===== config.mk =====
export PLATFORM = sky130hd
export DESIGN_NAME = i2c_wb_queue
export DESIGN_NICKNAME = d
export VERILOG_FILES = /design/src/rtl/i2c_wb_queue.sv
export SDC_FILE = /design/constraint.sdc
export NUM_CORES = 1
export LEC_CHECK = 0
export ABC_AREA = 1
export ABC_CLOCK_PERIOD_IN_PS = 4110
export CORE_UTILIZATION = 38
export CTS_CLUSTER_SIZE = 8
export DETAILED_ROUTE_END_ITERATION = 8
export HOLD_SLACK_MARGIN = 0.02
export PLACE_DENSITY = 0.59
export SLEW_MARGIN = 0
export SYNTH_ARGS = -nofsm -noshare
export SYNTH_HDL_FRONTEND = slang
export SYNTH_SLANG_ARGS = --single-unit

===== constraint.sdc =====
create_clock -name clk -period 4.11 [get_ports clk]
set_input_delay 0.822 -clock clk [delete_from_list [all_inputs] [get_ports clk]]
set_output_delay 0.822 -clock clk [all_outputs]
set_load 0.005 [all_outputs]

===== src/rtl/i2c_wb_queue.sv =====
`default_nettype none
// ============================================================================
// Module   : i2c_wb_queue
// Purpose  : Posted-write queue between a host Wishbone port and an I2C bus
//            controller Wishbone port. Host writes to QUEUE_ADDR are acked
//            immediately and buffered in a small FIFO. A master FSM replays
//            them one at a time to the controller, with a one-cycle GAP state
//            after every completed transfer.
// Ports    : clk, rst_n (synchronous, active low)
//            s_*   : host-side Wishbone slave (write-only queue address)
//            m_*   : controller-side Wishbone master
//            full_o, empty_o, level_o : FIFO status
//            drop_o: one-cycle pulse in the ack cycle of a discarded write
//            drop_cnt_o : saturating dropped-write count (optional)
// Options  : define I2C_QUEUE_DROP_CNT_EN to add drop_cnt_o and its counter.
// Revision : 1.0 - initial release
// ============================================================================
module i2c_wb_queue #(
    parameter int                       WB_DATA_WIDTH = 32,
    parameter int                       WB_ADDR_WIDTH = 6,
    parameter logic [WB_ADDR_WIDTH-1:0] QUEUE_ADDR    = 6'h3d,
    parameter int                       DEPTH_LOG2    = 2
) (
    input  logic                     clk,
    input  logic                     rst_n,
    // Host side
    input  logic [WB_ADDR_WIDTH-1:0] s_adr_i,
    input  logic [WB_DATA_WIDTH-1:0] s_dat_i,
    input  logic                     s_we_i,
    input  logic                     s_stb_i,
    input  logic                     s_cyc_i,
    output logic                     s_ack_o,
    // Controller side
    output logic [WB_ADDR_WIDTH-1:0] m_adr_o,
    output logic [WB_DATA_WIDTH-1:0] m_dat_o,
    output logic                     m_we_o,
    output logic                     m_stb_o,
    output logic                     m_cyc_o,
    input  logic                     m_ack_i,
    // Status
    output logic                     full_o,
    output logic                     empty_o,
    output logic [DEPTH_LOG2:0]      level_o,
    output logic                     drop_o
`ifdef I2C_QUEUE_DROP_CNT_EN
    ,
    output logic [7:0]               drop_cnt_o
`endif
);

    localparam int                  c_entry_w    = WB_ADDR_WIDTH + WB_DATA_WIDTH;
    localparam int                  c_depth      = 1 << DEPTH_LOG2;
    localparam logic [DEPTH_LOG2:0] c_full_level = (DEPTH_LOG2+1)'(c_depth);

    typedef enum logic [1:0] {
        S_IDLE = 2'd0,
        S_REQ  = 2'd1,
        S_GAP  = 2'd2
    } state_t;

    state_t                 r_state;
    state_t                 w_state_next;

    logic [c_entry_w-1:0]   r_mem [c_depth];
    logic [DEPTH_LOG2-1:0]  r_wr_ptr;
    logic [DEPTH_LOG2-1:0]  r_rd_ptr;
    logic [DEPTH_LOG2:0]    r_level;
    logic                   r_ack;
    logic                   r_drop;

    logic                   w_full;
    logic                   w_empty;
    logic                   w_accept;
    logic                   w_push;
    logic                   w_pop;
    logic [c_entry_w-1:0]   w_head;

    // Full/empty come from the registered count, so a pop in the same cycle
    // cannot rescue a write that arrives while the FIFO is full.
    assign w_full  = (r_level == c_full_level);
    assign w_empty = (r_level == '0);

    // r_ack blocks a second accept of the same (still asserted) strobe in the
    // ack cycle.
    assign w_accept = s_we_i & s_stb_i & s_cyc_i & (s_adr_i == QUEUE_ADDR) & ~r_ack;
    assign w_push   = w_accept & ~w_full;
    // REQ is only entered with a non-empty FIFO and nothing else pops, so a
    // pop can never underflow.
    assign w_pop    = (r_state == S_REQ) & m_ack_i;

    // ------------------------------------------------------------------------
    // FIFO storage and pointers
    // ------------------------------------------------------------------------
    always_ff @(posedge clk) begin
        if (rst_n && w_push) begin
            r_mem[r_wr_ptr] <= {s_adr_i, s_dat_i};
        end
    end

    always_ff @(posedge clk) begin
        if (!rst_n) begin
            r_wr_ptr <= '0;
            r_rd_ptr <= '0;
            r_level  <= '0;
        end else begin
            if (w_push) begin
                r_wr_ptr <= r_wr_ptr + DEPTH_LOG2'(1);
            end
            if (w_pop) begin
                r_rd_ptr <= r_rd_ptr + DEPTH_LOG2'(1);
            end
            if (w_push && !w_pop) begin
                r_level <= r_level + (DEPTH_LOG2+1)'(1);
            end else if (!w_push && w_pop) begin
                r_level <= r_level - (DEPTH_LOG2+1)'(1);
            end
        end
    end

    // ------------------------------------------------------------------------
    // Host acknowledge and drop pulse
    // ------------------------------------------------------------------------
    always_ff @(posedge clk) begin
        if (!rst_n) begin
            r_ack  <= 1'b0;
            r_drop <= 1'b0;
        end else begin
            r_ack  <= w_accept;
            r_drop <= w_accept & w_full;
        end
    end

    // ------------------------------------------------------------------------
    // Master FSM
    // ------------------------------------------------------------------------
    always_ff @(posedge clk) begin
        if (!rst_n) begin
            r_state <= S_IDLE;
        end else begin
            r_state <= w_state_next;
        end
    end

    always_comb begin
        w_state_next = r_state;
        m_stb_o      = 1'b0;
        m_cyc_o      = 1'b0;
        m_we_o       = 1'b0;
        case (r_state)
            S_IDLE: begin
                if (!w_empty) begin
                    w_state_next = S_REQ;
                end
            end
            S_REQ: begin
                m_stb_o = 1'b1;
                m_cyc_o = 1'b1;
                m_we_o  = 1'b1;
                if (m_ack_i) begin
                    w_state_next = S_GAP;
                end
            end
            S_GAP: begin
                w_state_next = S_IDLE;
            end
            default: begin
                w_state_next = S_IDLE;
            end
        endcase
    end

    // The head entry is visible whenever the FIFO holds data; it only changes
    // on a pop, so it stays stable for the whole REQ phase.
    assign w_head  = w_empty ? '0 : r_mem[r_rd_ptr];
    assign m_adr_o = w_head[c_entry_w-1 -: WB_ADDR_WIDTH];
    assign m_dat_o = w_head[WB_DATA_WIDTH-1:0];

    assign s_ack_o = r_ack;
    assign drop_o  = r_drop;
    assign full_o  = w_full;
    assign empty_o = w_empty;
    assign level_o = r_level;

`ifdef I2C_QUEUE_DROP_CNT_EN
    // ------------------------------------------------------------------------
    // Saturating dropped-write counter
    // ------------------------------------------------------------------------
    logic [7:0] r_drop_cnt;

    always_ff @(posedge clk) begin
        if (!rst_n) begin
            r_drop_cnt <= '0;
        end else if (w_accept && w_full && (r_drop_cnt != 8'hff)) begin
            r_drop_cnt <= r_drop_cnt + 8'd1;
        end
    end

    assign drop_cnt_o = r_drop_cnt;
`endif

endmodule
`default_nettype wire

==> flow_summary.json <==
{
  "first_iter_violations": 319,
  "diodes": 0,
  "initial_core_util": 0.392,
  "ys_async_sr_fraction": 0,
  "ys_types": 25,
  "r2r_slack_ns": 1.93,
  "post_cts_buffers": 0,
  "finalCriticalPeriod_ns": 3.80,
  "dieWidth_um": 134,
  "antenna_left": 0,
  "root_buffer": "clkbuf_16",
  "maxSlewViolCount": 0,
  "synth_area_leaders": "edfxtp_1 (69%), nor2_1 (9.7%), dfxtp_1 (4.0%)",
  "synth_seq_cells": 165,
  "overflow": 0,
  "power.total_mw": 4.25,
  "r2r_cells": 11,
  "syn_to_final_growth_pct": 25.4,
  "slowest_stage": "dfxtp_2",
  "synth_top_area_frac": 0.695,
  "cts_made_buffers": 17,
  "setup_viol": 0,
  "cpPeakStageDelay_ns": 0.89,
  "die_h_um": 134,
  "path_class": "register to output port",
  "dieArea_um2": 17800,
  "grt_pass1_wl_mm": 22.2,
  "place_hpwl_mm": 8.61,
  "fillers": 1451,
  "status": "finished clean",
  "synth_area_um2": 6570,
  "clockBufferDepth": 2,
  "postCtsHoldBufs": 0,
  "htree_levels": 4,
  "clock_skew_ns": 0.00600,
  "io_pins": 92,
  "synth.most_common_cell": "nor2_1",
  "cp-start-kind": "register",
  "reg2reg_to": "level_o[2]$_SDFFE_PN0P_",
  "hold_depth": 2,
  "cts_tree": "done",
  "final_cell_area_um2": 8240,
  "layout.cells.non_filler": 860,
  "track_usage": 0.165,
  "wirelength_mm": 14.1,
  "place_inst": 828,
  "rows": 47,
  "synth_area_per_cell_um2": 12.2,
  "max_freq_ghz": 0.263,
  "p_leak_nw": 2.79,
  "max_slew.worst_pin.slew_ns": 0.852,
  "fin_tns_setup_ns": 0,
  "grt_start_max_net_pins": 77,
  "nets": 677,
  "hold_violations": 0,
  "placed_cell_area_um2": 7680,
  "grt_pass1_vias": 4265,
  "worstPathMaxFanout": 39,
  "syn-num-nets": 589,
  "yosys_warnings": 0,
  "gp_congestion": 0.770,
  "synth_edf_count": 152,
  "worst_hold_startpoint": "r_rd_ptr[0]$_SDFFE_PN0P_",
  "max-slew-margin-rel": 0.432,
  "vias": 4250,
  "antenna_found_initial": 0,
  "drive_above_1_share": 0.0750,
  "cts_resized": 0,
  "cp_cell_sequence": "inv_2 -> nor2_1 -> o21ai_1 -> a21oi_1 -> clkdlybuf4s50_1",
  "clkSlewWorstSetupHoldPaths_ns": 0.06,
  "critPathCaptureType": "output port",
  "dr.pass1.iters": 4,
  "ir_drop_uv": 330,
  "coreArea_um2": 16800,
  "netlist_top_cells_count": "nor2_1 (169), edfxtp_1 (152), a21oi_1 (44)",
  "route.detailed.drc": 0,
  "syn_inst": 539,
  "post-route-period-util": 0.925,
  "r2r_start": "level_o[0]$_SDFFE_PN0P_",
  "io_buffers": 91,
  "wl_per_cell_um": 16.4,
  "synth_top_area_cell": "edfxtp_1",
  "fin_worst_hold_slack_ns": 0.475,
  "powerDensity_nw_per_um2": 515,
  "clk_latency_ns": 0.41,
  "hold_path_class": "register to register",
  "maxCapViolCount": 0,
  "cp.required_ns": 3.29,
  "synth_ff_type": "edfxtp_1",
  "critPathArrivalTime_ns": 2.98,
  "rsz0062_at_grt": "no",
  "clkSinkCount": 165,
  "via_per_inst": 4.94,
  "yosysSeqAreaShare": 0.734
}
through the flow:
step,utilization,setup slack (ns)
after floorplan,-,0.844
after global placement,0.458,0.771
after detailed placement,0.458,0.748
after CTS,0.492,0.251
after global routing,0.492,0.0509
final,0.492,0.310
logic make-up (layout without fill, tap and decap cells):
kind of cell | count (synthesis) | after routing | synth area share
buffers and inverters | 53 | 154 | 0.0461
AOI/OAI and AO/OA | 123 | 123 | 0.0941
adders and majority gates | 6 | 6 | 0.0126
xor gates and xnor gates | 2 | 2 | 0.00267
DFF | 165 | 165 | 0.734
and+or+nand+nor | 190 | 190 | 0.110
registers in the layout, indices dropped and copies added, names as in the netlist, named ones only:
| name | flops |
|---|---|
| r_state | 2 |
| drop_o | 1 |
| s_ack_o | 1 |
| r_mem | 152 |
| r_rd_ptr | 2 |
| r_wr_ptr | 2 |
| level_o | 3 |
placed cells by master, fill, tap and decap left out, types with 3 or more instances in the layout:
cell type,instances
a21oi_1,44
buf_12,3
buf_4,6
clkbuf_16,17
clkdlybuf4s50_1,91
clkinv_1,3
clkinv_2,5
clkinvlp_4,4
dfxtp_1,11
edfxtp_1,152
ha_1,5
inv_1,19
nand2_1,15
nand4_1,3
nor2_1,165
nor2_4,4
o21ai_0,39
o21ai_1,39
worst max-delay path: cells and delay by family, from the launching register on:
family / cells / cell delay [ns]
compound gates: 2 / 0.31
buf+inv: 2 / 1.11
simple gates: 1 / 0.23
flops: 1 / 0.89
cell type report:
| class | instances | area (um2) | share of cell area |
|---|---|---|---|
| flip-flops and latches | 165 | 4830 | 0.586 |
| clock inverters | 15 | 140 | 0.0170 |
| repair buffers | 100 | 1020 | 0.123 |
| clock buffers | 17 | 425 | 0.0516 |
| inverters | 22 | 85.1 | 0.0103 |
| well taps | 220 | 275 | 0.0334 |
| multi-input cells | 321 | 1470 | 0.179 |
how the worst max path moves through the flow:
| stage | startpoint | endpoint | slack (ns) | depth (start not counted) |
|---|---|---|---|---|
| after detailed placement | register | m_adr_o[4] | 0.75 | 5 |
| final | register | m_adr_o[4] | 0.31 | 5 |
| after global placement | register | m_adr_o[4] | 0.77 | 5 |
| after global routing | register | m_adr_o[4] | 0.05 | 5 |
| after CTS | register | m_adr_o[4] | 0.25 | 5 |
| after floorplan | s_adr_i[1] | r_mem[0][0]$_DFFE_PP_ | 0.84 | 5 |
report_power, final:
group          switching (mW)  total [mW]  leakage [nW]  internal (mW)
clock                   0.620        1.50         0.269          0.884
sequential             0.0432        1.89          1.47           1.85
combinational           0.429       0.851          1.05          0.422
total                    1.09        4.25          2.79           3.16
per-layer routing:
layer / wire length (um) / global-route usage
met1: 6640 / 0.219
met2: 6500 / 0.261
met3: 740 / 0.0422
met4: 207 / 0.0625
met5: 0 / 0
No activity file was read; power rests on OpenSTA's default activity.
